`src/rtl/phys_reg_free_list_if.sv`:
```
// Free-list port bundle between the rename/commit side and the physical
// register free list.
//   master : rename/commit side; drives allocation requests and tag returns
//   slave  : free list; presents the head tag, occupancy and the error flag
// Signals:
//   alloc_req              rename consumes one tag this cycle
//   alloc_ready/alloc_preg list non-empty / tag at the head
//   free_valid/free_preg   commit returns a superseded tag
//   flush_valid/flush_preg flush walkback returns a squashed tag
//   free_count             number of free entries
//   err                    sticky protocol-violation flag
interface phys_reg_free_list_if #(
   parameter int unsigned PTAG_W = 6
) ();
   logic              alloc_req;
   logic              alloc_ready;
   logic [PTAG_W-1:0] alloc_preg;
   logic              free_valid;
   logic [PTAG_W-1:0] free_preg;
   logic              flush_valid;
   logic [PTAG_W-1:0] flush_preg;
   logic [PTAG_W:0]   free_count;
   logic              err;

   modport master (
      output alloc_req, free_valid, free_preg, flush_valid, flush_preg,
      input  alloc_ready, alloc_preg, free_count, err
   );

   modport slave (
      input  alloc_req, free_valid, free_preg, flush_valid, flush_preg,
      output alloc_ready, alloc_preg, free_count, err
   );
endinterface

```
`src/rtl/phys_reg_free_list.sv`:
```
// Circular free list of physical register tags. Hands the head tag to rename,
// accepts superseded tags from commit and squashed tags from flush walkback.
// Ports:
//   clk    clock, all state changes on the rising edge
//   rst_n  asynchronous active-low reset
//   bus    phys_reg_free_list_if.slave (alloc / free / flush / status)
// Optional feature: define FREE_LIST_CHECK_EN to track an is_free vector and
// reject double frees.
module phys_reg_free_list #(
   parameter int unsigned NUM_PHYS = 64,
   parameter int unsigned NUM_ARCH = 32,
   parameter int unsigned PTAG_W   = 6
) (
   input logic                 clk,
   input logic                 rst_n,
   phys_reg_free_list_if.slave bus
);

   typedef logic [PTAG_W-1:0] ptag_t;
   typedef logic [PTAG_W:0]   cnt_t;
   // One bit wider than the count so NUM_PHYS + 1 is representable.
   typedef logic [PTAG_W+1:0] cnt_ext_t;

   localparam cnt_ext_t NumPhysX = cnt_ext_t'(NUM_PHYS);

   ptag_t mem_q [NUM_PHYS];
   ptag_t head_q, head_d;
   ptag_t tail_q, tail_d;
   cnt_t  count_q, count_d;
   logic  err_q, err_d;

   logic  pop, underflow;
   logic  free_ok, flush_ok;
   logic  free_fit, flush_fit;
   logic  free_acc, flush_acc;
   logic  drop;
   ptag_t flush_ptr;

`ifdef FREE_LIST_CHECK_EN
   logic [NUM_PHYS-1:0] is_free_q, is_free_d;

   always_comb begin
      free_ok  = !is_free_q[bus.free_preg];
      // A flush of the same tag as this cycle's free is a duplicate.
      flush_ok = !is_free_q[bus.flush_preg] &&
                 !(bus.free_valid && (bus.free_preg == bus.flush_preg));
   end

   always_comb begin
      is_free_d = is_free_q;
      if (pop)       is_free_d[mem_q[head_q]] = 1'b0;
      if (free_acc)  is_free_d[bus.free_preg] = 1'b1;
      if (flush_acc) is_free_d[bus.flush_preg] = 1'b1;
   end

   always_ff @(posedge clk or negedge rst_n) begin
      if (!rst_n) begin
         for (int unsigned i = 0; i < NUM_PHYS; i++) begin
            is_free_q[i] <= (i >= NUM_ARCH);
         end
      end else begin
         is_free_q <= is_free_d;
      end
   end
`else
   always_comb begin
      free_ok  = 1'b1;
      flush_ok = 1'b1;
   end
`endif

   always_comb begin
      pop       = bus.alloc_req && (count_q != '0);
      underflow = bus.alloc_req && (count_q == '0);
      // A same-cycle pop frees a slot, so pushes on a full list remain legal.
      free_fit  = (cnt_ext_t'(count_q) + cnt_ext_t'(1)) <= (NumPhysX + cnt_ext_t'(pop));
      free_acc  = bus.free_valid && free_ok && free_fit;
      flush_fit = (cnt_ext_t'(count_q) + cnt_ext_t'(free_acc) + cnt_ext_t'(1)) <=
                  (NumPhysX + cnt_ext_t'(pop));
      flush_acc = bus.flush_valid && flush_ok && flush_fit;
      drop      = (bus.free_valid && !free_acc) || (bus.flush_valid && !flush_acc);

      flush_ptr = tail_q + ptag_t'(free_acc);
      head_d    = pop ? head_q + ptag_t'(1) : head_q;
      tail_d    = tail_q + ptag_t'(free_acc) + ptag_t'(flush_acc);
      count_d   = count_q + cnt_t'(free_acc) + cnt_t'(flush_acc) - cnt_t'(pop);
      err_d     = err_q | underflow | drop;
   end

   always_ff @(posedge clk or negedge rst_n) begin
      if (!rst_n) begin
         head_q  <= '0;
         tail_q  <= ptag_t'(NUM_PHYS - NUM_ARCH);
         count_q <= cnt_t'(NUM_PHYS - NUM_ARCH);
         err_q   <= 1'b0;
      end else begin
         head_q  <= head_d;
         tail_q  <= tail_d;
         count_q <= count_d;
         err_q   <= err_d;
      end
   end

   always_ff @(posedge clk or negedge rst_n) begin
      if (!rst_n) begin
         for (int unsigned i = 0; i < NUM_PHYS; i++) begin
            mem_q[i] <= (i < NUM_PHYS - NUM_ARCH) ? ptag_t'(NUM_ARCH + i) : '0;
         end
      end else begin
         if (free_acc)  mem_q[tail_q]    <= bus.free_preg;
         if (flush_acc) mem_q[flush_ptr] <= bus.flush_preg;
      end
   end

   assign bus.alloc_ready = (count_q != '0);
   assign bus.alloc_preg  = mem_q[head_q];
   assign bus.free_count  = count_q;
   assign bus.err         = err_q;

endmodule

```
`src/flat_wrapper.sv`:
```
// flat-port wrapper written by rule: the top's interface ports become plain ports
module phys_reg_free_list_flat 
#(
   parameter int unsigned NUM_PHYS = 64,
   parameter int unsigned NUM_ARCH = 32,
   parameter int unsigned PTAG_W   = 6
)
  (clk, rst_n, bus_alloc_req, bus_free_valid, bus_free_preg, bus_flush_valid, bus_flush_preg, bus_alloc_ready, bus_alloc_preg, bus_free_count, bus_err);
  phys_reg_free_list_if #(.PTAG_W(PTAG_W)) bus_i ();
  input logic clk;
  input logic rst_n;
  input wire logic [$bits(bus_i.alloc_req)-1:0] bus_alloc_req;
  input wire logic [$bits(bus_i.free_valid)-1:0] bus_free_valid;
  input wire logic [$bits(bus_i.free_preg)-1:0] bus_free_preg;
  input wire logic [$bits(bus_i.flush_valid)-1:0] bus_flush_valid;
  input wire logic [$bits(bus_i.flush_preg)-1:0] bus_flush_preg;
  output wire logic [$bits(bus_i.alloc_ready)-1:0] bus_alloc_ready;
  output wire logic [$bits(bus_i.alloc_preg)-1:0] bus_alloc_preg;
  output wire logic [$bits(bus_i.free_count)-1:0] bus_free_count;
  output wire logic [$bits(bus_i.err)-1:0] bus_err;
  assign bus_i.alloc_req = bus_alloc_req;
  assign bus_i.free_valid = bus_free_valid;
  assign bus_i.free_preg = bus_free_preg;
  assign bus_i.flush_valid = bus_flush_valid;
  assign bus_i.flush_preg = bus_flush_preg;
  assign bus_alloc_ready = bus_i.alloc_ready;
  assign bus_alloc_preg = bus_i.alloc_preg;
  assign bus_free_count = bus_i.free_count;
  assign bus_err = bus_i.err;
  phys_reg_free_list #(.NUM_PHYS(NUM_PHYS), .NUM_ARCH(NUM_ARCH), .PTAG_W(PTAG_W)) u_core (.clk(clk), .rst_n(rst_n), .bus(bus_i));
endmodule
```
`config.mk`:
```
export PLATFORM = sky130hd
export DESIGN_NAME = phys_reg_free_list_flat
export DESIGN_NICKNAME = d
export VERILOG_FILES = /design/src/rtl/phys_reg_free_list_if.sv /design/src/rtl/phys_reg_free_list.sv /design/src/flat_wrapper.sv
export SDC_FILE = /design/constraint.sdc
export NUM_CORES = 1
export LEC_CHECK = 0
export CAP_MARGIN = 15
export CORE_ASPECT_RATIO = 1.5
export CORE_MARGIN = 4
export CORE_UTILIZATION = 65
export DETAILED_ROUTE_END_ITERATION = 12
export PLACE_DENSITY = 0.82
export REMOVE_ABC_BUFFERS = 1
export SETUP_SLACK_MARGIN = 0.5
export SLEW_MARGIN = 5
export SYNTH_ARGS = -nofsm -noshare
export SYNTH_HDL_FRONTEND = slang
export SYNTH_SLANG_ARGS = --single-unit
```
`constraint.sdc`:
```
create_clock -name clk -period 15.3 [get_ports clk]
set_input_delay 3.06 -clock clk [delete_from_list [all_inputs] [get_ports clk]]
set_output_delay 3.06 -clock clk [all_outputs]
set_load 0.05 [all_outputs]
```
==> results.json <==
{
  "antenna_found_initial": 2,
  "grt_max_degree": 103,
  "layout.nets": 2378,
  "core-area_um2": 36200,
  "synth_compound_area_share_pct": 15.3,
  "place.detailed.instances": 2767,
  "hold_violations": 0,
  "cap_violations": 0,
  "worstSetupStartpointType": "input port",
  "final_layout_size_suffix_gt1_share_pct": 17.4,
  "drt.antenna.violating_nets": 0,
  "path_clk_slew_ps": 60,
  "detailedRoute.firstIterationViolations": 3307,
  "rrSetupSlack_ps": 8920,
  "htree_levels": 2,
  "cpMaxStageDelayCell": "sky130_fd_sc_hd__buf_4",
  "hold_class": "reg -> reg",
  "yosys.area_share.adder_pct": 1.42,
  "area_delta_synth_final_pct": 6.55,
  "worstReg2RegStart": "u_core.bus.free_count[5]",
  "detailedPlacementHpwl_um": 52000,
  "synth-main-ff-cell": "sky130_fd_sc_hd__dfrtp_1",
  "cp_max_fo": 42,
  "period_share_pct": 54.1,
  "run_status": "completed",
  "maximum_operating_frequency_ghz": 0.121,
  "critPathCaptureType": "flip-flop",
  "postLayoutSetupSlackWorst_ps": 7020,
  "die_y_um": 243,
  "synth.lib_cells_used.distinct": 67,
  "slew_viol_final": 0,
  "synth_seq_cells": 404,
  "postRouteWirelength_um": 80400,
  "synth-edff-count": 0,
  "detailroute.via_count": 20802,
  "numCtsBuffers": 40,
  "worstReg2RegEnd": "u_core.bus.free_count[6]",
  "cts_num_sinks": 404,
  "critPathMaxStageDelay_ps": 560,
  "die_width_um": 165,
  "grt_pass1_vias": 20421,
  "post_synth_xor_area_fraction_pct": 0.834,
  "cts_hold_buffers": 0,
  "timing.hold.worst_path_depth": 2,
  "rel_slew_slack_pct": 8.05,
  "io-pin-count": 32,
  "mappedNetlistArea_um2": 24000,
  "global_route.overflow_total": 0,
  "timing_worst_setup_path_type": "in -> reg",
  "holdPathEnd": "u_core.bus.err",
  "synth_area_per_cell_um2": 9.83,
  "power.static_leakage_nw": 10.9,
  "post_cts_resized": 0,
  "initial_utilization_pct": 66.4,
  "wl_per_cell_um": 28.3,
  "fillerInstances": 2635,
  "final-instance-count-excl-fill": 2842,
  "setup_total_negative_slack_ps": 0,
  "yosys_warnings": 0,
  "place.port_buffers": 31,
  "drc_errors": 0,
  "finalWeightedCongestion": 1.02,
  "synth.mux.area_fraction_pct": 18.9,
  "final_common_cell": "sky130_fd_sc_hd__nor2_1",
  "combinational_family_with_the_most_area_after_synthesis": "multiplexers",
  "async_set_or_reset_register_ratio_after_synthesis_pct": 100,
  "crit_path_most_repeated_cell": "sky130_fd_sc_hd__nor2_1",
  "worstMarginPinSlew_ps": 1370,
  "netlist_instances": 2443,
  "floorplan.die_area_um2": 40100,
  "clock_latency_ps": 570,
  "grt_pass1_wl_um": 123000,
  "most-common-layout-cells": "472 x sky130_fd_sc_hd__nor2_1, 308 x sky130_fd_sc_hd__a21oi_1, 287 x sky130_fd_sc_hd__dfrtp_1",
  "synthSimpleGateAreaFrac_pct": 16.1,
  "fin_worst_skew_ps": 22.3,
  "r2r_cells": 27,
  "cts_tree": "yes",
  "place_worst_setup_slack_ps": 6510,
  "required_ps": 15730,
  "cts.path.max_buffers": 3,
  "clk_root_buffer_cell": "sky130_fd_sc_hd__clkbuf_16",
  "rsz0062_at_grt": "false",
  "detail_route.first_pass.iterations": 6,
  "power-per-cell-area_nw_per_um2": 208,
  "grt_use_total_pct": 40.3,
  "irDropWorstVdd_uv": 187,
  "sequential_to_total_area_share_from_yosys_stat_pct": 42.7,
  "postCtsSetupBuffers": 0,
  "final.min_clock_period_ps": 8280,
  "rows": 85,
  "hp-start": "u_core.bus.err",
  "detail_route.vias_per_cell": 7.32,
  "setup-violations-final": 0,
  "critPathArrivalTime_ps": 8710
}
## stage by stage
step	cell area, µm²	total power, mW	utilization [%]	hold WS, ps
floorplan	22900	3.40	-	463
global placement	24300	4.13	67.1	478
detailed placement	24300	4.22	67.1	481
CTS	25500	5.21	70.6	501
global route	25600	5.52	70.7	523
finish	25600	5.32	70.7	502
## how the worst max path moves through the flow
stage,start,end,cells after the start
after floorplan,bus_alloc_req,u_core.bus.free_count[6],22
after global placement,bus_alloc_req,u_core.bus.free_count[6],25
after detailed placement,bus_alloc_req,u_core.bus.free_count[6],25
after CTS,bus_alloc_req,u_core.bus.free_count[6],25
after global routing,bus_alloc_req,u_core.bus.free_count[6],26
final,bus_alloc_req,u_core.bus.free_count[6],25
## state kept, by name, indices dropped and copies added (netlist names)
name	count
u_core.head_q	6
u_core.tail_q	6
u_core.mem_q	384
u_core.bus.err	1
u_core.bus.free_count	7
## synthesized netlist by cell type, drive strengths merged, types with 2 or more instances
cell type	instances	share of area [%]
nor2	472	7.4
a21oi	308	6.4
dfrtp	290	30
mux2i	206	8.6
buf	133	2.9
dfstp	114	12
clkbuf	105	1.6
mux4	104	9.8
nand2	101	1.6
a22oi	86	2.7
o21ai	81	1.7
a31oi	67	1.7
nand4	60	1.6
a221oi	43	1.6
nand3	40	0.85
or3	27	0.89
nor3	25	0.77
ha	24	1.3
inv	22	0.34
nor4	21	1.6
xnor2	15	0.58
mux2	11	0.52
nand2b	8	0.21
nor2b	8	0.21
xor2	7	0.26
and2	6	0.16
and3	6	0.16
o22ai	6	0.18
or4	5	0.16
o211ai	4	0.13
o21bai	4	0.13
a211oi	3	0.11
nand4b	3	0.11
or2	3	0.078
and4b	2	0.083
fa	2	0.17
nand3b	2	0.063
o21a	2	0.063
o2bb2ai	2	0.099
or3b	2	0.073
## final cells by class
cell class              instances  area, µm²  area share, %
flip-flops and latches        404      10300           40.1
diodes                          2       5.00         0.0196
inverters                      22       82.6          0.323
clock buffers                  58       1150           4.50
multi-input cells            1779      12600           49.4
repair buffers                 88        726           2.84
well taps                     478        598           2.34
clock inverters                11        108          0.421
## where the power goes
| part | internal (mW) | switching, mW |
|---|---|---|
| Combinational | 0.944 | 1.44 |
| Sequential | 1.56 | 0.382 |
| Clock | 0.555 | 0.432 |
## worst max-delay path, delay by kind of cell
kind                       cells  cell delay (ps)
xor gates and xnor gates       1              140
adders and majority gates      5             1410
buffers and inverters          5             1660
and+or+nand+nor                7             1170
AOI/OAI and AO/OA              7             1250
## routing by layer
metal,track usage (%),share of wire [%],up-vias
met5,0,0.022,-
met4,26.9,9.1,2
met3,10.4,12,490
met2,61.8,46,1626
met1,50.2,33,10011
li1,-,-,8673
## kinds of logic after synthesis
logic type	Yosys count
buf+inv	260
compound gates	616
flops	404
mux	321
xor+xnor	22
simple gates	794
fa+ha+maj	26
Power figures use the tool's default switching activity.
